===== config.mk =====
export PLATFORM = sky130hd
export DESIGN_NAME = can_frame_monitor
export DESIGN_NICKNAME = d
export VERILOG_FILES = /design/src/rtl/can_frame_monitor.sv
export SDC_FILE = /design/constraint.sdc
export NUM_CORES = 1
export LEC_CHECK = 0
export CORE_UTILIZATION = 53
export CTS_BUF_LIST = sky130_fd_sc_hd__clkbuf_2 sky130_fd_sc_hd__clkbuf_4 sky130_fd_sc_hd__clkbuf_8
export CTS_CLUSTER_DIAMETER = 120
export DETAILED_ROUTE_END_ITERATION = 16
export HOLD_SLACK_MARGIN = 0.06
export PLACE_DENSITY = 0.84
export SKIP_CTS_REPAIR_TIMING = 1
export SYNTH_ARGS = -nofsm -noshare
export SYNTH_HDL_FRONTEND = slang
export SYNTH_SLANG_ARGS = --single-unit

===== constraint.sdc =====
create_clock -name clk_i -period 3.2 [get_ports clk_i]
set_clock_uncertainty 0.15 [all_clocks]
set_input_delay 0.48 -clock clk_i [delete_from_list [all_inputs] [get_ports clk_i]]
set_output_delay 0.48 -clock clk_i [all_outputs]
set_load 0.02 [all_outputs]

===== src/rtl/can_frame_monitor.sv =====
// ----------------------------------------------------------------------------
// can_frame_monitor
//
// Passive bit-level CAN receiver. Watches one node's rx line, recovers bit
// timing by hard sync on the SOF edge, removes stuff bits, checks CRC-15 and
// frame form, and reports decoded standard (11-bit ID) data/remote frames.
// Never drives the bus.
//
// Parameters:
//   CLKS_PER_BIT  clock cycles per CAN bit (>= 4)
//   SAMPLE_POINT  bit-counter value at which the line is sampled
//
// Ports:
//   clk_i          clock
//   rst_n_i        asynchronous active-low reset
//   rx_i           bus level, 1 = recessive, 0 = dominant
//   frame_valid_o  one-cycle pulse when an error-free frame completes
//   id_o           identifier of last valid frame
//   rtr_o          RTR bit of last valid frame
//   dlc_o          DLC of last valid frame (as received, 0..15)
//   data_o         data bytes, first byte at [63:56], unused bytes zero
//   ack_seen_o     ACK slot sampled dominant in last valid frame
//   error_o        one-cycle pulse on protocol error
//   error_code_o   1 stuff, 2 CRC, 3 form, 4 IDE unsupported; held
// ----------------------------------------------------------------------------
module can_frame_monitor #(
    parameter int unsigned CLKS_PER_BIT = 8,
    parameter int unsigned SAMPLE_POINT = 5
) (
    input  logic        clk_i,
    input  logic        rst_n_i,
    input  logic        rx_i,
    output logic        frame_valid_o,
    output logic [10:0] id_o,
    output logic        rtr_o,
    output logic [3:0]  dlc_o,
    output logic [63:0] data_o,
    output logic        ack_seen_o,
    output logic        error_o,
    output logic [2:0]  error_code_o
);

    localparam int unsigned   CW         = (CLKS_PER_BIT > 1) ? $clog2(CLKS_PER_BIT) : 1;
    localparam logic [CW-1:0] SAMPLE_CNT = CW'(SAMPLE_POINT);
    localparam logic [CW-1:0] LAST_CNT   = CW'(CLKS_PER_BIT - 1);

    localparam logic [2:0] ERR_STUFF = 3'd1;
    localparam logic [2:0] ERR_CRC   = 3'd2;
    localparam logic [2:0] ERR_FORM  = 3'd3;
    localparam logic [2:0] ERR_IDE   = 3'd4;

    typedef enum logic [3:0] {
        S_WAIT_IDLE,
        S_IDLE,
        S_ID,
        S_RTR,
        S_IDE,
        S_R0,
        S_DLC,
        S_DATA,
        S_CRC,
        S_CRC_DEL,
        S_ACK,
        S_ACK_DEL,
        S_EOF
    } state_e;

    // CRC-15/CAN, polynomial 0x4599, one destuffed bit per call
    function automatic logic [14:0] crc_step(input logic [14:0] c, input logic b);
        logic fb;
        fb = b ^ c[14];
        crc_step = {c[13:0], 1'b0} ^ (fb ? 15'h4599 : 15'h0000);
    endfunction

    // ------------------------------------------------------------------
    // Registers
    // ------------------------------------------------------------------
    state_e        state_q, state_d;
    logic [CW-1:0] cnt_q, cnt_d;
    logic          rx_meta_q, rx_s_q, rx_prev_q;
    logic          sof_pend_q, sof_pend_d;
    logic [6:0]    bit_cnt_q, bit_cnt_d;
    logic [2:0]    run_q, run_d;
    logic          last_q, last_d;
    logic [14:0]   crc_q, crc_d;
    logic [14:0]   crc_rx_q, crc_rx_d;
    logic [10:0]   id_q, id_d;
    logic          rtr_q, rtr_d;
    logic [3:0]    dlc_q, dlc_d;
    logic [63:0]   data_q, data_d;
    logic          ack_q, ack_d;

    logic          frame_valid_q, frame_valid_d;
    logic [10:0]   id_out_q, id_out_d;
    logic          rtr_out_q, rtr_out_d;
    logic [3:0]    dlc_out_q, dlc_out_d;
    logic [63:0]   data_out_q, data_out_d;
    logic          ack_out_q, ack_out_d;
    logic          error_q, error_d;
    logic [2:0]    error_code_q, error_code_d;

    // ------------------------------------------------------------------
    // Combinational helpers
    // ------------------------------------------------------------------
    logic       rx_bit;
    logic       sample;
    logic       fall;
    logic       stuffed;
    logic       data_bit;
    logic       err;
    logic [2:0] err_code;
    logic [3:0] dlc_new;
    logic [3:0] nbytes;
    logic [6:0] data_bits;

    assign rx_bit    = rx_s_q;
    assign sample    = (cnt_q == SAMPLE_CNT);
    assign fall      = rx_prev_q & ~rx_s_q;
    assign nbytes    = (dlc_q > 4'd8) ? 4'd8 : dlc_q;
    assign data_bits = {nbytes, 3'b000};

    // Destuffing spans SOF..last CRC bit; a stuff bit owed after the last
    // CRC bit is consumed while waiting in CRC_DEL.
    assign stuffed = (state_q inside {S_ID, S_RTR, S_IDE, S_R0, S_DLC, S_DATA, S_CRC})
                   || ((state_q == S_CRC_DEL) && (run_q == 3'd5));

    // ------------------------------------------------------------------
    // State register
    // ------------------------------------------------------------------
    always_ff @(posedge clk_i or negedge rst_n_i) begin
        if (!rst_n_i) begin
            state_q       <= S_WAIT_IDLE;
            cnt_q         <= '0;
            rx_meta_q     <= 1'b1;
            rx_s_q        <= 1'b1;
            rx_prev_q     <= 1'b1;
            sof_pend_q    <= 1'b0;
            bit_cnt_q     <= '0;
            run_q         <= '0;
            last_q        <= 1'b1;
            crc_q         <= '0;
            crc_rx_q      <= '0;
            id_q          <= '0;
            rtr_q         <= 1'b0;
            dlc_q         <= '0;
            data_q        <= '0;
            ack_q         <= 1'b0;
            frame_valid_q <= 1'b0;
            id_out_q      <= '0;
            rtr_out_q     <= 1'b0;
            dlc_out_q     <= '0;
            data_out_q    <= '0;
            ack_out_q     <= 1'b0;
            error_q       <= 1'b0;
            error_code_q  <= '0;
        end else begin
            state_q       <= state_d;
            cnt_q         <= cnt_d;
            rx_meta_q     <= rx_i;
            rx_s_q        <= rx_meta_q;
            rx_prev_q     <= rx_s_q;
            sof_pend_q    <= sof_pend_d;
            bit_cnt_q     <= bit_cnt_d;
            run_q         <= run_d;
            last_q        <= last_d;
            crc_q         <= crc_d;
            crc_rx_q      <= crc_rx_d;
            id_q          <= id_d;
            rtr_q         <= rtr_d;
            dlc_q         <= dlc_d;
            data_q        <= data_d;
            ack_q         <= ack_d;
            frame_valid_q <= frame_valid_d;
            id_out_q      <= id_out_d;
            rtr_out_q     <= rtr_out_d;
            dlc_out_q     <= dlc_out_d;
            data_out_q    <= data_out_d;
            ack_out_q     <= ack_out_d;
            error_q       <= error_d;
            error_code_q  <= error_code_d;
        end
    end

    // ------------------------------------------------------------------
    // Next-state logic
    // ------------------------------------------------------------------
    always_comb begin
        state_d       = state_q;
        cnt_d         = (cnt_q == LAST_CNT) ? '0 : cnt_q + 1'b1;
        sof_pend_d    = sof_pend_q;
        bit_cnt_d     = bit_cnt_q;
        run_d         = run_q;
        last_d        = last_q;
        crc_d         = crc_q;
        crc_rx_d      = crc_rx_q;
        id_d          = id_q;
        rtr_d         = rtr_q;
        dlc_d         = dlc_q;
        data_d        = data_q;
        ack_d         = ack_q;
        frame_valid_d = 1'b0;
        id_out_d      = id_out_q;
        rtr_out_d     = rtr_out_q;
        dlc_out_d     = dlc_out_q;
        data_out_d    = data_out_q;
        ack_out_d     = ack_out_q;
        error_d       = 1'b0;
        error_code_d  = error_code_q;
        err           = 1'b0;
        err_code      = '0;
        data_bit      = 1'b0;
        dlc_new       = dlc_q;

        // Stuff-bit classification; data_bit marks a bit that belongs to
        // the destuffed stream and is consumed by the field logic below.
        if (sample && stuffed) begin
            if (run_q == 3'd5) begin
                if (rx_bit == last_q) begin
                    err      = 1'b1;
                    err_code = ERR_STUFF;
                end else begin
                    run_d  = 3'd1;
                    last_d = rx_bit;
                end
            end else begin
                data_bit = 1'b1;
                run_d    = (rx_bit == last_q) ? run_q + 3'd1 : 3'd1;
                last_d   = rx_bit;
            end
        end

        unique case (state_q)
            S_WAIT_IDLE: begin
                if (sample) begin
                    if (!rx_bit) begin
                        bit_cnt_d = '0;
                    end else if (bit_cnt_q == 7'd10) begin
                        state_d   = S_IDLE;
                        bit_cnt_d = '0;
                    end else begin
                        bit_cnt_d = bit_cnt_q + 7'd1;
                    end
                end
            end

            S_IDLE: begin
                if (fall) begin
                    cnt_d      = '0;
                    sof_pend_d = 1'b1;
                end else if (sample && sof_pend_q) begin
                    sof_pend_d = 1'b0;
                    if (!rx_bit) begin
                        // SOF: dominant bit is the first member of the run
                        // and of the CRC stream (contributes 0 from init 0).
                        state_d   = S_ID;
                        bit_cnt_d = '0;
                        run_d     = 3'd1;
                        last_d    = 1'b0;
                        crc_d     = crc_step(15'h0000, 1'b0);
                        crc_rx_d  = '0;
                        id_d      = '0;
                        rtr_d     = 1'b0;
                        dlc_d     = '0;
                        data_d    = '0;
                        ack_d     = 1'b0;
                    end
                end
            end

            S_ID: begin
                if (data_bit) begin
                    crc_d = crc_step(crc_q, rx_bit);
                    id_d  = {id_q[9:0], rx_bit};
                    if (bit_cnt_q == 7'd10) begin
                        state_d   = S_RTR;
                        bit_cnt_d = '0;
                    end else begin
                        bit_cnt_d = bit_cnt_q + 7'd1;
                    end
                end
            end

            S_RTR: begin
                if (data_bit) begin
                    crc_d   = crc_step(crc_q, rx_bit);
                    rtr_d   = rx_bit;
                    state_d = S_IDE;
                end
            end

            S_IDE: begin
                if (data_bit) begin
                    crc_d = crc_step(crc_q, rx_bit);
                    if (rx_bit) begin
                        err      = 1'b1;
                        err_code = ERR_IDE;
                    end else begin
                        state_d = S_R0;
                    end
                end
            end

            S_R0: begin
                if (data_bit) begin
                    crc_d     = crc_step(crc_q, rx_bit);
                    state_d   = S_DLC;
                    bit_cnt_d = '0;
                end
            end

            S_DLC: begin
                if (data_bit) begin
                    crc_d   = crc_step(crc_q, rx_bit);
                    dlc_new = {dlc_q[2:0], rx_bit};
                    dlc_d   = dlc_new;
                    if (bit_cnt_q == 7'd3) begin
                        bit_cnt_d = '0;
                        state_d   = (rtr_q || (dlc_new == 4'd0)) ? S_CRC : S_DATA;
                    end else begin
                        bit_cnt_d = bit_cnt_q + 7'd1;
                    end
                end
            end

            S_DATA: begin
                if (data_bit) begin
                    crc_d = crc_step(crc_q, rx_bit);
                    data_d[6'd63 - bit_cnt_q[5:0]] = rx_bit;
                    if (bit_cnt_q == data_bits - 7'd1) begin
                        state_d   = S_CRC;
                        bit_cnt_d = '0;
                    end else begin
                        bit_cnt_d = bit_cnt_q + 7'd1;
                    end
                end
            end

            S_CRC: begin
                if (data_bit) begin
                    crc_rx_d = {crc_rx_q[13:0], rx_bit};
                    if (bit_cnt_q == 7'd14) begin
                        if (crc_rx_d != crc_q) begin
                            err      = 1'b1;
                            err_code = ERR_CRC;
                        end else begin
                            state_d   = S_CRC_DEL;
                            bit_cnt_d = '0;
                        end
                    end else begin
                        bit_cnt_d = bit_cnt_q + 7'd1;
                    end
                end
            end

            S_CRC_DEL: begin
                // run_q == 5 means this sample is the trailing stuff bit,
                // already handled above; the delimiter follows it.
                if (sample && (run_q != 3'd5)) begin
                    if (!rx_bit) begin
                        err      = 1'b1;
                        err_code = ERR_FORM;
                    end else begin
                        state_d = S_ACK;
                    end
                end
            end

            S_ACK: begin
                if (sample) begin
                    ack_d   = ~rx_bit;
                    state_d = S_ACK_DEL;
                end
            end

            S_ACK_DEL: begin
                if (sample) begin
                    if (!rx_bit) begin
                        err      = 1'b1;
                        err_code = ERR_FORM;
                    end else begin
                        state_d   = S_EOF;
                        bit_cnt_d = '0;
                    end
                end
            end

            S_EOF: begin
                if (sample) begin
                    if (!rx_bit) begin
                        err      = 1'b1;
                        err_code = ERR_FORM;
                    end else if (bit_cnt_q == 7'd6) begin
                        frame_valid_d = 1'b1;
                        id_out_d      = id_q;
                        rtr_out_d     = rtr_q;
                        dlc_out_d     = dlc_q;
                        data_out_d    = data_q;
                        ack_out_d     = ack_q;
                        state_d       = S_IDLE;
                        sof_pend_d    = 1'b0;
                        bit_cnt_d     = '0;
                    end else begin
                        bit_cnt_d = bit_cnt_q + 7'd1;
                    end
                end
            end

            default: begin
                state_d   = S_WAIT_IDLE;
                bit_cnt_d = '0;
            end
        endcase

        if (err) begin
            error_d      = 1'b1;
            error_code_d = err_code;
            state_d      = S_WAIT_IDLE;
            bit_cnt_d    = '0;
            sof_pend_d   = 1'b0;
        end
    end

    // ------------------------------------------------------------------
    // Outputs
    // ------------------------------------------------------------------
    assign frame_valid_o = frame_valid_q;
    assign id_o          = id_out_q;
    assign rtr_o         = rtr_out_q;
    assign dlc_o         = dlc_out_q;
    assign data_o        = data_out_q;
    assign ack_seen_o    = ack_out_q;
    assign error_o       = error_q;
    assign error_code_o  = error_code_q;

endmodule


==> qor.yml <==
status: "completed"
viasPerCell: 5.95
drv_slew: 0
final_util_pct: 66.0
hold_class: "reg -> reg"
synth.distinct_cells: 62
insertion_delay_ns: 0.54
yosys-top-cells-count: "nand2_1, dfrtp_1, o21ai_0"
syn_avg_cell_area_um2: 8.93
synth.net_count: 1135
cp-end-kind: "flop"
critPathMaxStageDelay_ns: 0.60
worst_pin_slew_ns: 0.919
finalSetupTns_ns: 0
final.period_utilization_pct: 92.5
syn_to_final_growth_pct: 20.4
synth-main-ff-cell: "dfrtp_1"
std_cell_rows: 49
antenna_left: 0
fmax_mhz: 338
path_max_fanout: 6
wl_per_cell_um: 17.2
cts_tree: "done"
fillers: 1464
power_mw: 5.72
hold_violations: 0
drv_cap: 0
wl_um: 25300
seq_area_frac_synth_pct: 54.5
cts.sinks: 218
ys_async_sr_fraction_pct: 100
synth_edf_count: 0
route.vias.total: 8757
start_kind: "flop"
gr-total-overflow: 0
path_class: "reg -> reg"
peakVddDrop_v: 0.000328
gp_congestion: 0.940
powerDensity_nw_per_um2: 474
fin_crit_ns: 2.96
post_dp_cell_area_um2: 11300
worst_path_most_repeated_cell: "xnor2_1"
rsz0062_at_grt: "no"
synth_warnings: 0
grt_use_total_pct: 27.0
slowest_stage: "nor4_1"
syn-cell-area_um2: 10000
synthTopCellsByArea: "dfrtp_1, nand2_1, o21ai_0"
yosysMostFrequentCell: "nand2_1"
path_cells: "nand2b_1 -> ha_1 -> xnor2_1 -> xnor2_1 -> nor4_1 -> o211ai_1 -> or4_1 -> a21oi_1"
ys_ff_latch: 218
synth.top_cell.area_share_pct: 53.4
path_clk_slew_ns: 0.06
grt_pass1_wl_um: 42500
htree_levels: 2
drt_iter0_markers: 934
io_pins: 89
setup_viol: 0
dieHeight_um: 140
stdcell_area_um2: 12100
grt_max_degree: 78
numPortBuffers: 88
reg2reg_slack_ns: 0.24
postSynthCellCount: 1122
nNetsFinal: 1229
cts_root_buf: "clkbuf_8"
die-area_um2: 19500
diodes: 0
fp.coreArea_um2: 18300
die_w_um: 140
cp.required_ns: 3.51
grt_pass1_vias: 8338
clockBufferDepth: 3
dp_hpwl_um: 16200
antenna_found_initial: 0
relSlewSlack_pct: 38.5
drc: 0
layout-drive-gt1-share_pct: 10.2
crit_buf_inv: 0
initial_core_util_pct: 54.9
arrival_ns: 3.26
crit_family: "simple AND/OR/NAND/NOR gates"
yosysTopAreaCell: "dfrtp_1"
dpl.cell_count: 1405
firstDrtPassIters: 5
fin_cells: 1471
power.leakage_nw: 5.70
cts_made_buffers: 37
layout by cell type, fill, tap and decap left out, types with 11 or more instances in the layout:
cell	n
nor2_1	32
o31ai_1	11
clkbuf_8	46
o21ai_0	168
nand2_1	325
buf_4	33
nand3_1	16
xnor2_1	12
clkdlybuf4s50_1	87
a22o_1	15
inv_1	12
dfrtp_1	214
xor2_1	18
a21oi_1	78
clkbuf_4	11
final cells by class:
type                       count  area, um^2  area share [%]
timing repair buffer         128        1260            10.5
sequential                   218        5460            45.3
tap                          229         287            2.38
inverter                      13        48.8           0.404
multi-input combinational    818        4250            35.2
clock buffer                  56         702            5.82
clock inverter                 9        58.8           0.487
flip-flops by register name (all words and copies together) (netlist names), 3 cells and up:
register / cells
dlc_q: 4
id_o: 11
error_code_o: 3
bit_cnt_q: 7
id_q: 11
state_q: 4
crc_rx_q: 14
run_q: 3
crc_q: 15
data_o: 64
data_q: 64
cnt_q: 3
dlc_o: 4
metal layers:
| metal | vias up | routed length (um) | track usage (%) |
|---|---|---|---|
| li1 | 4047 | - | - |
| met1 | 4263 | 11000 | 38.0 |
| met2 | 395 | 11900 | 41.9 |
| met3 | 52 | 1840 | 5.09 |
| met4 | 0 | 520 | 9.77 |
| met5 | - | 0 | 0 |
report_power, final:
group | total (mW) | leakage [nW] | internal, mW | switching [mW]
combinational | 0.364 | 2.27 | 0.108 | 0.256
sequential | 2.81 | 3.03 | 2.77 | 0.0379
clock | 2.54 | 0.407 | 1.41 | 1.13
cells by family (layout without fill, tap and decap cells):
logic type	Yosys count	after routing	synth area share (%)
simple gates	447	447	19.4
compound gates	330	330	18.9
flops	218	218	54.5
xor+xnor	30	30	2.62
fa+ha+maj	10	10	1.25
buf+inv	86	206	3.27
mux	1	1	0.0999
metrics by stage:
stage	setup WS [ns]	hold WS (ns)
global route	0.124	0.209
global placement	0.482	0.200
CTS	0.303	-0.172
floorplan	0.688	0.0344
detailed placement	0.312	0.198
finish	0.241	0.204
worst paths after layout:
path,from,end,cells past startpoint
worst min-delay path,rx_meta_q,rx_bit,0
worst max register to register,dlc_q[3],state_q[1],8
min in group asynchronous,rst_n_i,data_q[20],2
worst min register to register,rx_meta_q,rx_bit,0
worst max-delay path,dlc_q[3],state_q[1],8
max in group asynchronous,rst_n_i,rx_prev_q,3
(Power assumes the default switching activity.)
